<file path="src/rtl/dport_pkg.sv">
// Shared types and encodings for the dual-port data-side memory bridge.
package dport_pkg;

  typedef enum logic [2:0] {
    S_IDLE,
    S_P0_REQ,
    S_P0_WAIT,
    S_P1_REQ,
    S_P1_WAIT,
    S_DONE
  } dport_state_t;

  localparam logic [2:0] DPORT_OP_READ  = 3'd0;
  localparam logic [2:0] DPORT_OP_WRITE = 3'd1;
  localparam int DPORT_OP_CACOP_BIT = 2;
  localparam int DPORT_OP_WE_BIT    = 0;

  localparam logic [1:0] DPORT_SIZE_BYTE = 2'd0;
  localparam logic [1:0] DPORT_SIZE_HALF = 2'd1;
  localparam logic [1:0] DPORT_SIZE_WORD = 2'd2;

endpackage

</file>
<file path="src/rtl/dport_slot.sv">
// Registered copy of one port's request, loaded when a group is accepted.
module dport_slot #(
  parameter int OFFSET_W = 4
) (
  input  logic                clk,
  input  logic                rst_n,
  input  logic                load_i,
  input  logic                valid_i,
  input  logic [OFFSET_W-1:0] offset_i,
  input  logic [1:0]          size_i,
  input  logic [3:0]          wstrb_i,
  input  logic [31:0]         wdata_i,
  output logic                valid_o,
  output logic [OFFSET_W-1:0] offset_o,
  output logic [1:0]          size_o,
  output logic [3:0]          wstrb_o,
  output logic [31:0]         wdata_o
);

  always_ff @(posedge clk or negedge rst_n) begin
    if (!rst_n) begin
      valid_o  <= 1'b0;
      offset_o <= '0;
      size_o   <= '0;
      wstrb_o  <= '0;
      wdata_o  <= '0;
    end else if (load_i) begin
      valid_o  <= valid_i;
      offset_o <= offset_i;
      size_o   <= size_i;
      wstrb_o  <= wstrb_i;
      wdata_o  <= wdata_i;
    end
  end

endmodule

</file>
<file path="src/rtl/dport_mem_bridge.sv">
// Serves MMU dual-port data requests from a single-port memory bus.
// Optional DPORT_BRIDGE_WORD_MERGE_EN folds same-word dual reads into one.
module dport_mem_bridge
  import dport_pkg::*;
#(
  parameter int TAG_W    = 20,
  parameter int INDEX_W  = 8,
  parameter int OFFSET_W = 4
) (
  input  logic                clk,
  input  logic                reset,
  input  logic                p0_valid,
  input  logic                p1_valid,
  input  logic [2:0]          op,
  input  logic [TAG_W-1:0]    tag,
  input  logic [INDEX_W-1:0]  index,
  input  logic [OFFSET_W-1:0] p0_offset,
  input  logic [OFFSET_W-1:0] p1_offset,
  input  logic [3:0]          p0_wstrb,
  input  logic [3:0]          p1_wstrb,
  input  logic [31:0]         p0_wdata,
  input  logic [31:0]         p1_wdata,
  input  logic [1:0]          p0_size,
  input  logic [1:0]          p1_size,
  input  logic                uncached,
  output logic                addr_ok,
  output logic                data_ok,
  output logic [31:0]         p0_rdata,
  output logic [31:0]         p1_rdata,
  output logic                mem_req,
  output logic                mem_wr,
  output logic [1:0]          mem_size,
  output logic [31:0]         mem_addr,
  output logic [3:0]          mem_wstrb,
  output logic [31:0]         mem_wdata,
  input  logic                mem_addr_ok,
  input  logic                mem_data_ok,
  input  logic [31:0]         mem_rdata
);

  dport_state_t state_q, state_d;
  logic [TAG_W-1:0]   tag_q;
  logic [INDEX_W-1:0] index_q;
  logic [2:0]         op_q;
  logic               merge_q, merge_d;
  logic [31:0]        p0_rdata_q, p0_rdata_d;
  logic [31:0]        p1_rdata_q, p1_rdata_d;
  logic               accept;

  logic                s0_valid, s1_valid;
  logic [OFFSET_W-1:0] s0_offset, s1_offset;
  logic [1:0]          s0_size, s1_size;
  logic [3:0]          s0_wstrb, s1_wstrb;
  logic [31:0]         s0_wdata, s1_wdata;

  assign addr_ok  = (state_q == S_IDLE);
  assign data_ok  = (state_q == S_DONE);
  assign accept   = addr_ok && (p0_valid || p1_valid);
  assign p0_rdata = p0_rdata_q;
  assign p1_rdata = p1_rdata_q;

`ifdef DPORT_BRIDGE_WORD_MERGE_EN
  assign merge_d = p0_valid && p1_valid && (op == DPORT_OP_READ) &&
                   (p0_offset[OFFSET_W-1:2] == p1_offset[OFFSET_W-1:2]);
`else
  assign merge_d = 1'b0;
`endif

  dport_slot #(.OFFSET_W(OFFSET_W)) u_slot0 (
    .clk(clk), .rst_n(reset), .load_i(accept),
    .valid_i(p0_valid), .offset_i(p0_offset), .size_i(p0_size),
    .wstrb_i(p0_wstrb), .wdata_i(p0_wdata),
    .valid_o(s0_valid), .offset_o(s0_offset), .size_o(s0_size),
    .wstrb_o(s0_wstrb), .wdata_o(s0_wdata)
  );

  dport_slot #(.OFFSET_W(OFFSET_W)) u_slot1 (
    .clk(clk), .rst_n(reset), .load_i(accept),
    .valid_i(p1_valid), .offset_i(p1_offset), .size_i(p1_size),
    .wstrb_i(p1_wstrb), .wdata_i(p1_wdata),
    .valid_o(s1_valid), .offset_o(s1_offset), .size_o(s1_size),
    .wstrb_o(s1_wstrb), .wdata_o(s1_wdata)
  );

  always_comb begin
    state_d    = state_q;
    p0_rdata_d = p0_rdata_q;
    p1_rdata_d = p1_rdata_q;
    unique case (state_q)
      S_IDLE: begin
        if (accept && !op[DPORT_OP_CACOP_BIT])
          state_d = p0_valid ? S_P0_REQ : S_P1_REQ;
      end
      S_P0_REQ: if (mem_addr_ok) state_d = S_P0_WAIT;
      S_P1_REQ: if (mem_addr_ok) state_d = S_P1_WAIT;
      S_P0_WAIT: begin
        if (mem_data_ok) begin
          if (!op_q[DPORT_OP_WE_BIT]) begin
            p0_rdata_d = mem_rdata;
            if (merge_q) p1_rdata_d = mem_rdata;
          end
          state_d = (s1_valid && !merge_q) ? S_P1_REQ : S_DONE;
        end
      end
      S_P1_WAIT: begin
        if (mem_data_ok) begin
          if (!op_q[DPORT_OP_WE_BIT]) p1_rdata_d = mem_rdata;
          state_d = S_DONE;
        end
      end
      S_DONE:  state_d = S_IDLE;
      default: state_d = S_IDLE;
    endcase
  end

  // Bus fields come straight from the latched request and are zero off-request.
  always_comb begin
    mem_req   = 1'b0;
    mem_wr    = 1'b0;
    mem_size  = '0;
    mem_addr  = '0;
    mem_wstrb = '0;
    mem_wdata = '0;
    unique case (1'b1)
      (state_q == S_P0_REQ): begin
        mem_req   = 1'b1;
        mem_wr    = op_q[DPORT_OP_WE_BIT];
        mem_size  = merge_q ? DPORT_SIZE_WORD : s0_size;
        mem_addr  = {tag_q, index_q, s0_offset};
        mem_wstrb = s0_wstrb;
        mem_wdata = s0_wdata;
        if (merge_q) mem_addr[1:0] = 2'b00;
      end
      (state_q == S_P1_REQ): begin
        mem_req   = 1'b1;
        mem_wr    = op_q[DPORT_OP_WE_BIT];
        mem_size  = s1_size;
        mem_addr  = {tag_q, index_q, s1_offset};
        mem_wstrb = s1_wstrb;
        mem_wdata = s1_wdata;
      end
      default: ;
    endcase
  end

  always_ff @(posedge clk or negedge reset) begin
    if (!reset) begin
      state_q    <= S_IDLE;
      tag_q      <= '0;
      index_q    <= '0;
      op_q       <= '0;
      merge_q    <= 1'b0;
      p0_rdata_q <= '0;
      p1_rdata_q <= '0;
    end else begin
      state_q    <= state_d;
      p0_rdata_q <= p0_rdata_d;
      p1_rdata_q <= p1_rdata_d;
      if (accept) begin
        tag_q   <= tag;
        index_q <= index;
        op_q    <= op;
        merge_q <= merge_d;
      end
    end
  end

  logic unused_sig;
  assign unused_sig = ^{uncached, op_q[2:1], s0_valid};

endmodule

</file>
<file path="config.mk">
export PLATFORM = sky130hd
export DESIGN_NAME = dport_mem_bridge
export DESIGN_NICKNAME = d
export VERILOG_FILES = /design/src/rtl/dport_pkg.sv /design/src/rtl/dport_slot.sv /design/src/rtl/dport_mem_bridge.sv
export SDC_FILE = /design/constraint.sdc
export NUM_CORES = 1
export LEC_CHECK = 0
export ABC_AREA = 1
export ABC_CLOCK_PERIOD_IN_PS = 2000
export BUFFER_PORTS_ARGS = -buffer_cell sky130_fd_sc_hd__buf_2
export CORE_UTILIZATION = 50
export CTS_CLUSTER_DIAMETER = 50
export DETAILED_ROUTE_END_ITERATION = 8
export GPL_TIMING_DRIVEN = 0
export HOLD_SLACK_MARGIN = 0.08
export PLACE_DENSITY = 0.89
export SLEW_MARGIN = 10
export SYNTH_ARGS = -nofsm -noshare
export SYNTH_HDL_FRONTEND = slang
export SYNTH_SLANG_ARGS = --single-unit
</file>
<file path="constraint.sdc">
create_clock -name clk -period 2 [get_ports clk]
set_clock_uncertainty 0.2 [all_clocks]
set_input_delay 0.3 -clock clk [delete_from_list [all_inputs] [get_ports clk]]
set_output_delay 0.3 -clock clk [all_outputs]
set_load 0.02 [all_outputs]
</file>
# ---- Word-level counts from Yosys, hierarchy flattened
# Cells that the tools add are included.
dict set report word_totals {
  output_inout_bits 138
  ff_bits 181
  input_bits 154
  wordCells 56
}
dict set report op_classes {
  n_bitwise 2
  muxes 17
  eq_ne 12
  reduce_logical 10
}
# operator n
set op_table {}
lappend op_table {{32-bit case mux with 2 select lines} 2}
lappend op_table {{32-bit 2-to-1 mux} 3}
lappend op_table {{3-bit 2-to-1 mux} 6}
lappend op_table {{3-bit case mux with 5 select lines} 1}
lappend op_table {{2-bit != test (second input constant)} 6}
lappend op_table {{4-bit case mux with 2 select lines} 1}
lappend op_table {{3-bit by 2-bit equality test with 1-bit output (second input constant)} 2}
lappend op_table {{3-bit equality test (second input constant)} 2}
lappend op_table {{6-bit AND reduction} 1}
lappend op_table {{5-bit AND reduction} 1}
lappend op_table {{2-bit case mux with 2 select lines} 1}
lappend op_table {{3-bit by 1-bit equality test with 1-bit output (second input constant)} 1}
lappend op_table {{3-bit logical NOT} 1}
lappend op_table {{3-bit AND reduction} 1}
lappend op_table {{1-bit logical AND} 2}
lappend op_table {{1-bit 2-to-1 mux} 2}
lappend op_table {{2-bit 2-to-1 mux} 1}
lappend op_table {{2-bit by 1-bit != test with 1-bit output (second input constant)} 1}
lappend op_table {{1-bit inverter} 2}
lappend op_table {{2-bit nonzero test} 1}
lappend op_table {{2-bit OR reduction} 1}
lappend op_table {{1-bit logical NOT} 1}
lappend op_table {{1-bit logical OR} 1}

# ---- Longest topological paths before layout
# Gate-level depths: netlist of the first run.
dict set report logic_depth {
  ltp_word 5
  ltp_mapped 9
  ltp_nobuf 7
}

# ---- Hierarchy
# From an unflattened synthesis of the first run, not the netlist that was laid out.
dict set report unflattened {
  hier_cells 949
  area_unflattened_um2 7843.8
}
# module cells_per_inst area_each_um2 n_inst seq_area_each_um2
set modules_own_cells {}
lappend modules_own_cells {dport_mem_bridge 585 4533.1 1 2402.3}
lappend modules_own_cells {dport_slot 182 1655.3 2 1076.0}

# ---- Worst setup path after synthesis of the first run
# OpenSTA, ideal clock, no wires.
dict set report synth_timing {
  path_type {reg2out}
  from {register state_q[2]}
  to {output mem_addr[0]}
  arrival_time_ns 1.251
  n_path_buf 1
  path_stages_with_launch 5
  path_slack_ns 0.249
  t_required_ns 1.500
  path_cell_list {dfrtp_1 inv_2 nand3_1 buf_2 o22ai_1}
}
dict set report synth_between {
  elab_chain_len 2
  word_cells_on_any_way 3
  cone_classes {2 x eq/ne; 1 x mux}
}
# element line_no
set synth_lines {}
lappend synth_lines {{start: declaration} dport_mem_bridge.sv:41} ;# dport_state_t state_q, state_d;
lappend synth_lines {{start signal: assignment} dport_mem_bridge.sv:156} ;# state_q <= state_d;
lappend synth_lines {{3-bit by 2-bit equality test with 1-bit output / 3-bit by 1-bit equality test with 1-bit output (equally long branches)} {dport_mem_bridge.sv:134, dport_mem_bridge.sv:125}}
lappend synth_lines {{32-bit case mux with 2 select lines *} dport_mem_bridge.sv:124} ;# unique case (1'b1)
lappend synth_lines {{end: declaration} dport_mem_bridge.sv:33} ;# output logic [31:0] mem_addr,
# Every way passes the cells marked *; elsewhere a longest branch is shown, timed or not.

# ---- Final worst setup path of the first run
dict set report layout_timing {
  from {register state_q[1]}
  to {output mem_wdata[14]}
}
dict set report layout_between {
  elab_chain_len 2
  word_cells_on_any_way 3
  cone_classes {2 x eq/ne; 1 x mux}
}
# element line_no
set layout_lines {}
lappend layout_lines {{3-bit by 2-bit equality test with 1-bit output / 3-bit by 1-bit equality test with 1-bit output (equally long branches)} {dport_mem_bridge.sv:134, dport_mem_bridge.sv:125}}
lappend layout_lines {{32-bit case mux with 2 select lines *} dport_mem_bridge.sv:124}
lappend layout_lines {{end: declaration} dport_mem_bridge.sv:35} ;# output logic [31:0] mem_wdata,
# Marked as above.

==> results of run 1 <==
## power by group
group          switching, W  internal, W  leakage (nW)
sequential          0.00101      0.00534          2.10
clock               0.00158      0.00225         0.303
combinational       0.00933      0.00590          4.50
total                0.0119       0.0135          6.90
## kinds of logic after synthesis
family,Yosys count,share of synthesized area (%)
DFF,181,56.3
AOI/OAI and AO/OA,222,18.9
and+or+nand+nor,241,12.5
buffers and inverters,205,12.3
## stage by stage
step | hold WS (ns) | util (%)
detailed placement | 0.122 | 63.4
finish | 0.114 | 87.9
global placement | 0.262 | 63.2
floorplan | -0.196 | -
CTS | 0.0885 | 81.6
global route | 0.146 | 87.9
## flip-flops by register name, indices dropped and copies added, names as in the netlist, 2 cells and up
name and cells:
p0_rdata 32, u_slot0.wdata_o 32, state_q 3, u_slot0.offset_o 4, u_slot0.size_o 2, p1_rdata 32
u_slot1.size_o 2, tag_q 20, u_slot1.wdata_o 32, index_q 8, u_slot1.wstrb_o 4, u_slot1.offset_o 4
u_slot0.wstrb_o 4
## cells in the final DEF, fill, tap and decap left out, types with 2 or more instances in the layout
master | Yosys | final
buf_8 | 1 | 4
diode_2 | 0 | 2
clkbuf_16 | 0 | 21
nor2_4 | 1 | 14
buf_2 | 14 | 220
dlygate4sd3_1 | 0 | 149
nand2_1 | 78 | 77
o21ai_0 | 51 | 51
buf_6 | 25 | 87
o22ai_2 | 0 | 7
buf_12 | 0 | 11
o22ai_1 | 42 | 6
inv_6 | 0 | 4
nor2_2 | 22 | 28
clkinvlp_4 | 0 | 3
nor2_1 | 124 | 105
nand2_4 | 1 | 2
nand3_1 | 10 | 8
a21oi_1 | 22 | 21
bufinv_16 | 0 | 5
o21ai_1 | 13 | 13
buf_16 | 0 | 2
clkbuf_2 | 0 | 6
dfrtp_1 | 181 | 180
buf_4 | 1 | 41
nand3_4 | 0 | 4
o22ai_4 | 0 | 29
inv_1 | 151 | 151
a21oi_2 | 93 | 94
## critical path: stages, from the launching register on
cell and delay (ns):
dfrtp_1 0.37, buf_6 0.14, inv_8 0.06, nand3_4 0.09, buf_12 0.18, buf_12 0.16
o22ai_4 0.29, buf_6 0.18
## layout make-up
| class | instances | area [µm²] |
|---|---|---|
| antenna | 2 | 5.00 |
| inverter | 155 | 599 |
| sequential | 181 | 4530 |
| multi-input combinational | 465 | 3170 |
| buffer | 50 | 561 |
| clock buffer | 19 | 443 |
| clock inverter | 11 | 199 |
| fill | 621 | 1870 |
| tap | 211 | 264 |
| timing repair buffer | 474 | 3780 |
## worst min path at each step
stage | depth (start not counted) | slack [ns] | start | end
after CTS | 6 | 0.09 | p0_valid | state_q[1]
after floorplan | 0 | -0.20 | reset | index_q[0]
after global routing | 6 | 0.15 | p0_valid | state_q[1]
after global placement | 2 | 0.26 | p1_rdata[12] | p1_rdata[12]
after detailed placement | 1 | 0.12 | reset | u_slot0.wdata_o[17]
final | 6 | 0.11 | p0_valid | state_q[1]
## per-layer routing
metal	wire length, µm	track usage, %	part of all wire [%]
met4	2990	27.2	7.2
met1	13700	43.7	33
met2	18700	65.6	45
met3	6020	16.3	14
met5	163	0	0.39
## repair_timing
item | CTS | global route
endpoints found under the hold margin | 263 | 0
resized for setup | 135 | 181
setup endpoints to repair | 73 | 96
pin swaps | 3 | 7
hold buffers | 149 | 0
setup buffers | 10 | 17
cloned | 5 | 5
==> summary.txt, run 1 <==
Number of synthesized flops with an enable pin -> 0
Worst Setup EP -> mem_wdata[14]
Drt pass-1 iters -> 6
GRT Util Overall -> 40.4%
Startpoint types -> register
Pleak -> 6.90 nW
CTS Buf Count -> 17
VDD IR max -> 0.00104 V
Final Critical Period -> 2.44 ns
TritonCTS Sinks -> 181
Synthesized instance count -> 849
Slew headroom -> 53.0%
Hold/Removal Path Class -> primary input to register
Final hold vios -> 0
Nets -> 1498
Total gr overflow -> 0
CTS tree -> yes
Drc violations -> 0
Area grow syn2layout -> 68.7%
Clock-pin slew on the worst setup and hold paths -> 0.07 ns
Synth Warn # -> 0
Setup TNS -> -15.41 ns
GP Congestion -> 0.825
Clock Tree Root -> clkbuf_16
R2r setup slk -> -0.36 ns
RSZ-0062 raised after global routing -> true
Cell variety after synth -> 24
Post-synthesis sequential area ratio -> 56.3%
Final period util -> 122%
Initial antenna violation count -> 5
FFs w/ async S/R, synth -> 100%
PortBufs -> 289
Clock Path Buffers -> 2
Clock latency on the worst-skew pair -> 0.45 ns
Violated checks -> negative setup slack
Vias per cell -> 5.98
Total Routed Length -> 41700 µm
Worst-case reg-to-reg path depth -> 10
Rows -> 45
Die width -> 129 µm
End of the worst register-to-register path -> u_slot0.wdata_o[16]
CTS HTree Levels -> 4
Number of max-cap violations -> 0
CP startpoint -> state_q[1]
FMAX -> 410 MHz
IO Pins -> 292
Leading post-synthesis cells by cell area -> dfrtp_1, a21oi_2, inv_1, nor2_1, nand2_1
Ys flop type -> dfrtp_1
Yosys top cell area share -> 56.3%
#FFs+latches synth -> 181
Routed Antenna Nets -> 0
Fin area -> 13600 µm²
Power Dens Cells -> 1870 nW/µm²
Crit path max fanout -> 6
Slew Limit Fails -> 0
Ratio of cells with drive above 1 in the final layout -> 43.7%
1st-iter DRT viols -> 1082
Cells after DPL -> 1350
Arr. time, crit path -> 1.94 ns
CP endpoint kind -> primary output
Pre-CTS WS -> -0.268 ns
Initial core utilization -> 52.1%
Area post-placement -> 9790 µm²
Setup violators final -> 80
Synth Area per Inst -> 9.47 µm²
Status -> finished with violations
Crit path required time -> 1.50 ns
Number of global-route vias before repair -> 8969
Pin count of the biggest net entering global routing -> 100
Dpl hpwl -> 16000 µm
WS Path Type -> register to primary output
Synth top cells by count -> dfrtp_1, inv_1, nor2_1
Die ar. -> 16600 µm²
Final cell count without fillers -> 1568
Die height -> 129 µm
Final worst slack -> -0.436 ns
Worst slew pin tran -> 0.702 ns
Wire length of the first global-routing pass -> 49400 µm
Synth area leader -> dfrtp_1
Drt wl/cell -> 26.6 µm
Vias -> 9380
Core area -> 15400 µm²
Most common cell in the netlist -> dfrtp_1
Total power -> 0.0254 W
Area of the mapped netlist -> 8040 µm²
Reg2reg start -> state_q[0]
Synthesized Nets -> 1003
(Power assumes the default switching activity.)
==> inputs of run 2 (changes only) <==
--- a/config.mk
+++ b/config.mk
@@ -14,7 +14,9 @@
 export GPL_TIMING_DRIVEN = 0
 export HOLD_SLACK_MARGIN = 0.08
 export PLACE_DENSITY = 0.89
+export SKIP_LAST_GASP = 1
 export SLEW_MARGIN = 10
 export SYNTH_ARGS = -nofsm -noshare
 export SYNTH_HDL_FRONTEND = slang
+export SYNTH_HIERARCHICAL = 1
 export SYNTH_SLANG_ARGS = --single-unit
==> run 2 against run 1 <==
  * The flow finishes with violations (design-rule violations, negative setup slack)
  * Sequential share of layout area grew 1.8 points
  * Combinational power is 19% lower
  * Sequential cell count did not move
  * Largest cell class unchanged
  * Largest power group unchanged
==> summary.txt, run 2 <==
Status -> finished with violations
Violated checks -> design-rule violations, negative setup slack
Synth Area per Inst -> 8.26 µm² (-13%)
Internal power -> 0.0122 W (-9.8%)
Area of the mapped netlist -> 7810 µm² (-2.9%)
Number of max-cap violations -> 0 (unchanged)
Number of global-route vias before repair -> 9816 (+9.4%)
Power Dens Cells -> 1760 nW/µm² (-6.0%)
Rows -> 45 (unchanged)
Vias per cell -> 6.21 (+3.8%)
Worst stage delay on the critical path -> 0.46 ns (+0.09 ns)
Ratio of cells with drive above 1 in the final layout -> 32.2% (-11 points)
Sw Share -> 46.4% (-0.52 points)
Hold/Removal Path Class -> primary input to register
Worst slew pin tran -> 0.704 ns (+0.00193 ns)
Net Sw Power -> 0.0105 W (-12%)
1st-iter DRT viols -> 1496 (+38%)
Dpl hpwl -> 16000 µm (+0.34%)
Arr. time, crit path -> 1.98 ns (+0.04 ns)
Die width -> 127 µm (-1.4%)
Slew headroom -> 53.1% (about the same)
Clock-pin slew on the worst setup and hold paths -> 0.07 ns (about the same)
Total Routed Length -> 38700 µm (-7.0%)
CP max-delay cell -> dfrtp_2
Synthesized Nets -> 1099 (+9.6%)
Setup violators final -> 83 (+3.8%)
FMAX -> 403 MHz (-1.8%)
IO Pins -> 292 (unchanged)
Die height -> 127 µm (-1.4%)
Final Critical Period -> 2.48 ns (+0.0456 ns)
Finished Core Util -> 84.7% (-3.2 points)
Clk network pwr share -> 16.4% (+1.3 points)
Commonest non-fill, non-tap cell in the layout -> nand2_1
Vias -> 10.2k (+8.5%)
Final cell count without fillers -> 1638 (+4.5%)
RSZ-0062 raised after global routing -> true
Pleak -> 6.93 nW (+0.48%)
Drc violations -> 36 (+36)
Nets -> 1588 (+6.0%)
Routed Antenna Nets -> 0 (unchanged)
Final worst slack -> -0.482 ns (-0.0456 ns)
Synthesized instance count -> 945 (+11%)
WS Path Type -> register to primary output
CTS HTree Levels -> 4 (unchanged)
Worst path cell trace -> nor2_4 -> buf_12 -> clkbuf_16 -> nand3_1 -> nand2_1 -> buf_4
FILL cells -> 663 (+6.8%)
Total gr overflow -> 0 (unchanged)
Sequential share of power -> 29.6% (+4.6 points)
Wire length of the first global-routing pass -> 49800 µm (+0.96%)
Clock Tree Root -> clkbuf_16
CTS tree -> yes
Clock Path Buffers -> 2 (unchanged)
Area grow syn2layout -> 64.9%
Drt pass-1 iters -> 9 (+3)
Initial core utilization -> 51.4% (-0.75 points)
GP Congestion -> 0.830 (+0.59%)
VDD IR max -> 0.00100 V (-3.6%)
Slew Limit Fails -> 0 (unchanged)
Pin count of the biggest net entering global routing -> 97 (-3.0%)
Final period util -> 124% (+2.3 points)
GRT Util Overall -> 40.8% (+0.37 points)
Drt wl/cell -> 23.6 µm (-11%)
Most frequent cells in the layout -> nand2_1, buf_2, dfrtp_1
Synth Warn # -> 6 (+6)
CTS Buf Count -> 17 (unchanged)
Startpoint types -> register
TritonCTS Sinks -> 181 (unchanged)
Crit path max fanout -> 10 (+4)
Initial antenna violation count -> 6 (+1)
Crit path required time -> 1.50 ns (about the same)
Final hold vios -> 0 (unchanged)
Clock latency on the worst-skew pair -> 0.43 ns (-0.02 ns)
Logic gate share of total power -> 54.0% (-5.9 points)
Core area -> 15200 µm² (-1.5%)
Setup TNS -> -15.35 ns (+0.0555 ns)
Die ar. -> 16100 µm² (-2.8%)
Cells after DPL -> 1423 (+5.4%)
PortBufs -> 289 (unchanged)
CP endpoint kind -> primary output
## run 2: stage by stage
stage / area [µm²] / hold slack [ns] / setup WS, ns / total power (W)
after floorplan: 7810 / -0.196 / 0.0276 / 0.0116
after global placement: 9490 / 0.254 / -2.35 / 0.0142
after detailed placement: 9530 / 0.137 / -0.303 / 0.0144
after CTS: 12300 / 0.0913 / -0.193 / 0.0196
after global routing: 12900 / 0.204 / -0.506 / 0.0236
final: 12900 / 0.175 / -0.482 / 0.0227
## run 2: layout make-up
| type | count | area [µm²] | share of cell area, % |
|---|---|---|---|
| Antenna cell | 3 | 7.51 | 0.0583 |
| Buffer | 55 | 557 | 4.33 |
| Clock buffer | 19 | 443 | 3.44 |
| Clock inverter | 13 | 193 | 1.50 |
| Inverter | 74 | 295 | 2.29 |
| Multi-Input combinational cell | 633 | 2930 | 22.7 |
| Sequential cell | 181 | 4530 | 35.2 |
| Tap cell | 188 | 235 | 1.83 |
| Timing Repair Buffer | 471 | 3680 | 28.6 |
| Timing Repair inverter | 1 | 5.00 | 0.0389 |
## run 2: layer usage
layer  global-route usage (%)  wire length [µm]  share of wire [%]
met1                     42.5             11700                 30
met2                     69.3             17500                 45
met3                     12.7              5320                 14
met4                     30.8              4220                 11
met5                        0                 0                  0
## run 2: worst max-delay path, delay by kind of cell, from the launching register on
family	cells	cell delay [ns]
buffers and inverters	3	0.53
flip-flops	1	0.46
AND/OR/NAND/NOR	3	0.55
## run 2: worst paths after layout
kind	slack, ns	from	cells after the start	to
setup / recovery	-0.48	state_q[2]	6	mem_wdata[9]
hold / removal	0.17	op[2]	6	state_q[1]
setup reg to reg	-0.09	state_q[1]	12	u_slot0/wdata_o[10]
hold reg to reg	0.27	u_slot0/wdata_o[30]	2	u_slot0/wdata_o[30]
max in group asynchronous	0.44	reset	3	p1_rdata[2]
min in group asynchronous	0.24	reset	2	u_slot1/wdata_o[22]
## run 2: repair_timing
item | CTS | global route
gates resized for setup | 150 | 132
setup buffers | 13 | 15
hold endpoints to repair | 266 | 0
setup endpoints to repair | 159 | 187
pin swaps | 6 | 16
hold buffers | 149 | 0
gates cloned | 1 | 5
## run 2: power by group through the flow
stage / clock network [W] / logic, W / registers, W
CTS: 0.00363 / 0.00967 / 0.00629
global placement: 0 / 0.00792 / 0.00627
finish: 0.00372 / 0.0123 / 0.00672
global route: 0.00388 / 0.0129 / 0.00679
floorplan: 0 / 0.00467 / 0.00695
detailed placement: 0 / 0.00813 / 0.00632
==> inputs of run 3 (changes only) <==
--- a/config.mk
+++ b/config.mk
@@ -7,7 +7,7 @@
 export LEC_CHECK = 0
 export ABC_AREA = 1
 export ABC_CLOCK_PERIOD_IN_PS = 2000
-export BUFFER_PORTS_ARGS = -buffer_cell sky130_fd_sc_hd__buf_2
+export BUFFER_PORTS_ARGS = -buffer_cell sky130_fd_sc_hd__buf_4
 export CORE_UTILIZATION = 50
 export CTS_CLUSTER_DIAMETER = 50
 export DETAILED_ROUTE_END_ITERATION = 8
==> run 3 against run 2 <==
  * The flow finishes with violations (negative setup slack)
  * Die area did not move
  * Via count is 4.7% lower
  * Count of clock-buffer cells in the layout is 1 lower
  * Clock power fell by 10%
  * Sequential share of layout area is 1.3 points lower
  * Non-clock buffer count up 4
  * Core utilization is 3.3 points higher
  * Sequential cell count unchanged
==> summary.txt, run 3 (synthesis gave the netlist of run 2 again) <==
Rows -> 45 (unchanged)
Crit path max fanout -> 9 (-1)
Core area -> 15200 µm² (unchanged)
Pin count of the biggest net entering global routing -> 94 (-3.1%)
RSZ-0062 raised after global routing -> true
Fin area -> 13400 µm² (+3.8%)
PortBufs -> 289 (unchanged)
CP endpoint kind -> primary output
Clock Tree Root -> clkbuf_16
TritonCTS Sinks -> 181 (unchanged)
Pleak -> 7.08 nW (+2.2%)
VDD IR max -> 0.00108 V (+7.4%)
Hold/Removal Path Class -> primary input to register
Drc violations -> 0 (-100%)
Net Sw Power -> 0.0103 W (-2.0%)
Number of global-route vias before repair -> 9685 (-1.3%)
Clock-pin slew on the worst setup and hold paths -> 0.07 ns (about the same)
CP delay by family, top -> simple AND/OR/NAND/NOR gates
Slew headroom -> 52.3% (-0.76 points)
Setup violators final -> 78 (-6.0%)
Sequential share of power -> 29.6% (about the same)
Total Routed Length -> 36100 µm (-6.8%)
Area post-placement -> 10200 µm² (+7.6%)
Worst slew pin tran -> 0.715 ns (+0.0114 ns)
Die height -> 127 µm (unchanged)
FMAX -> 390 MHz (-3.1%)
Total gr overflow -> 0 (unchanged)
Arr. time, crit path -> 2.06 ns (+0.08 ns)
Commonest non-fill, non-tap cell in the layout -> nand2_1
Clock latency on the worst-skew pair -> 0.43 ns (about the same)
Vias per cell -> 5.91 (-4.9%)
Initial antenna violation count -> 3 (-3)
CP max-delay cell -> dfrtp_2
Most frequent cells in the layout -> nand2_1, buf_4, dfrtp_1
CTS tree -> yes
Violated checks -> negative setup slack
Worst path cell trace -> nor2_4 -> buf_8 -> clkbuf_16 -> nand3_1 -> nand2_1 -> buf_4
Die width -> 127 µm (unchanged)
Buf/Inv on CP -> 3 (unchanged)
Dpl hpwl -> 16500 µm (+2.9%)
Crit path required time -> 1.50 ns (about the same)
Sw Share -> 45.9% (-0.52 points)
Routed Antenna Nets -> 0 (unchanged)
Wire length of the first global-routing pass -> 50900 µm (+2.1%)
Total power -> 0.0225 W (-0.93%)
Drt wl/cell -> 22.0 µm (-6.9%)
Final Critical Period -> 2.56 ns (+0.0797 ns)
1st-iter DRT viols -> 1261 (-16%)
Final hold vios -> 0 (unchanged)
GP Congestion -> 0.828 (-0.13%)
Clk network pwr share -> 14.8% (-1.6 points)
WS Path Type -> register to primary output
IO Pins -> 292 (unchanged)
Final worst slack -> -0.561 ns (-0.0797 ns)
Ratio of cells with drive above 1 in the final layout -> 32.6% (+0.35 points)
Startpoint types -> register
Internal power -> 0.0122 W (about the same)
Pre-CTS WS -> -0.240 ns (+0.0636 ns)
Slew Limit Fails -> 0 (unchanged)
Final period util -> 128% (+4.0 points)
CTS Buf Count -> 17 (unchanged)
Area grow syn2layout -> 71.2%
GRT Util Overall -> 41.9% (+1.0 points)
Die ar. -> 16100 µm² (unchanged)
Drt pass-1 iters -> 6 (-3)
Number of max-cap violations -> 0 (unchanged)
Setup TNS -> -14.20 ns (+1.15 ns)
Nets -> 1591 (+0.19%)
Worst stage delay on the critical path -> 0.45 ns (about the same)
Clock Path Buffers -> 2 (unchanged)
CTS HTree Levels -> 4 (unchanged)
Status -> finished with violations
Logic gate share of total power -> 55.6% (+1.6 points)
Initial core utilization -> 51.4% (unchanged)
Power Dens Cells -> 1680 nW/µm² (-4.6%)
Vias -> 9693 (-4.7%)
-- run 3: final cells by class --
cell class | count | area (µm²)
Tap cell | 188 | 235
Antenna cell | 3 | 7.51
Buffer | 56 | 534
Multi-Input combinational cell | 633 | 2940
Sequential cell | 181 | 4530
Clock buffer | 18 | 439
Fill cell | 595 | 1830
Clock inverter | 14 | 130
Timing Repair Buffer | 474 | 4250
Inverter | 74 | 300
-- run 3: what timing repair did --
item                                    in CTS  in global routing
hold buffers                               149                  0
pin swaps                                    4                 11
endpoints found under the setup margin     159                183
gates cloned                                 3                  1
resized for setup                          157                 59
endpoints found under the hold margin      273                  0
setup buffers                               20                 12
-- run 3: path summary, 6_finish.rpt --
| kind | cells past startpoint | slack (ns) | from | to |
|---|---|---|---|---|
| worst max-delay path | 6 | -0.56 | state_q[2] | mem_wdata[17] |
| worst min-delay path | 7 | 0.19 | op[2] | state_q[1] |
| worst max register to register | 13 | -0.10 | state_q[0] | u_slot0/wdata_o[10] |
| worst min register to register | 2 | 0.28 | u_slot1/offset_o[3] | u_slot1/offset_o[3] |
| max in group asynchronous | 3 | 0.44 | reset | state_q[2] |
| min in group asynchronous | 2 | 0.25 | reset | u_slot1/wdata_o[24] |
-- run 3: metal layers --
layer  global-route usage (%)  wire [µm]  vias up
li1                         -          -     3924
met1                     45.5      11500     4559
met2                     71.8      17500      921
met3                     11.5       4200      289
met4                     27.9       2980        0
met5                        0          0        -
-- run 3: tightest hold or removal path, stage by stage --
cell and delay, ns:
buf_4 0.08, inv_1 0.03, nand2_1 0.09, nand2_1 0.08
nand3_1 0.09, nand2_1 0.05, nand2_1 0.06
-- run 3: power groups by stage --
stage / Combinational, W / Sequential, W / Clock (W)
floorplan: 0.00467 / 0.00695 / 0
global placement: 0.00870 / 0.00630 / 0
detailed placement: 0.00895 / 0.00636 / 0
CTS: 0.0109 / 0.00632 / 0.00327
global route: 0.0131 / 0.00676 / 0.00349
finish: 0.0125 / 0.00665 / 0.00333
-- run 3: stage by stage --
stage	hold WS, ns	util (%)	cells
floorplan	-0.196	-	945
global placement	0.253	67.2	1422
detailed placement	0.152	67.4	1423
CTS	0.0820	86.1	1627
global route	0.208	87.9	1640
finish	0.186	87.9	1641
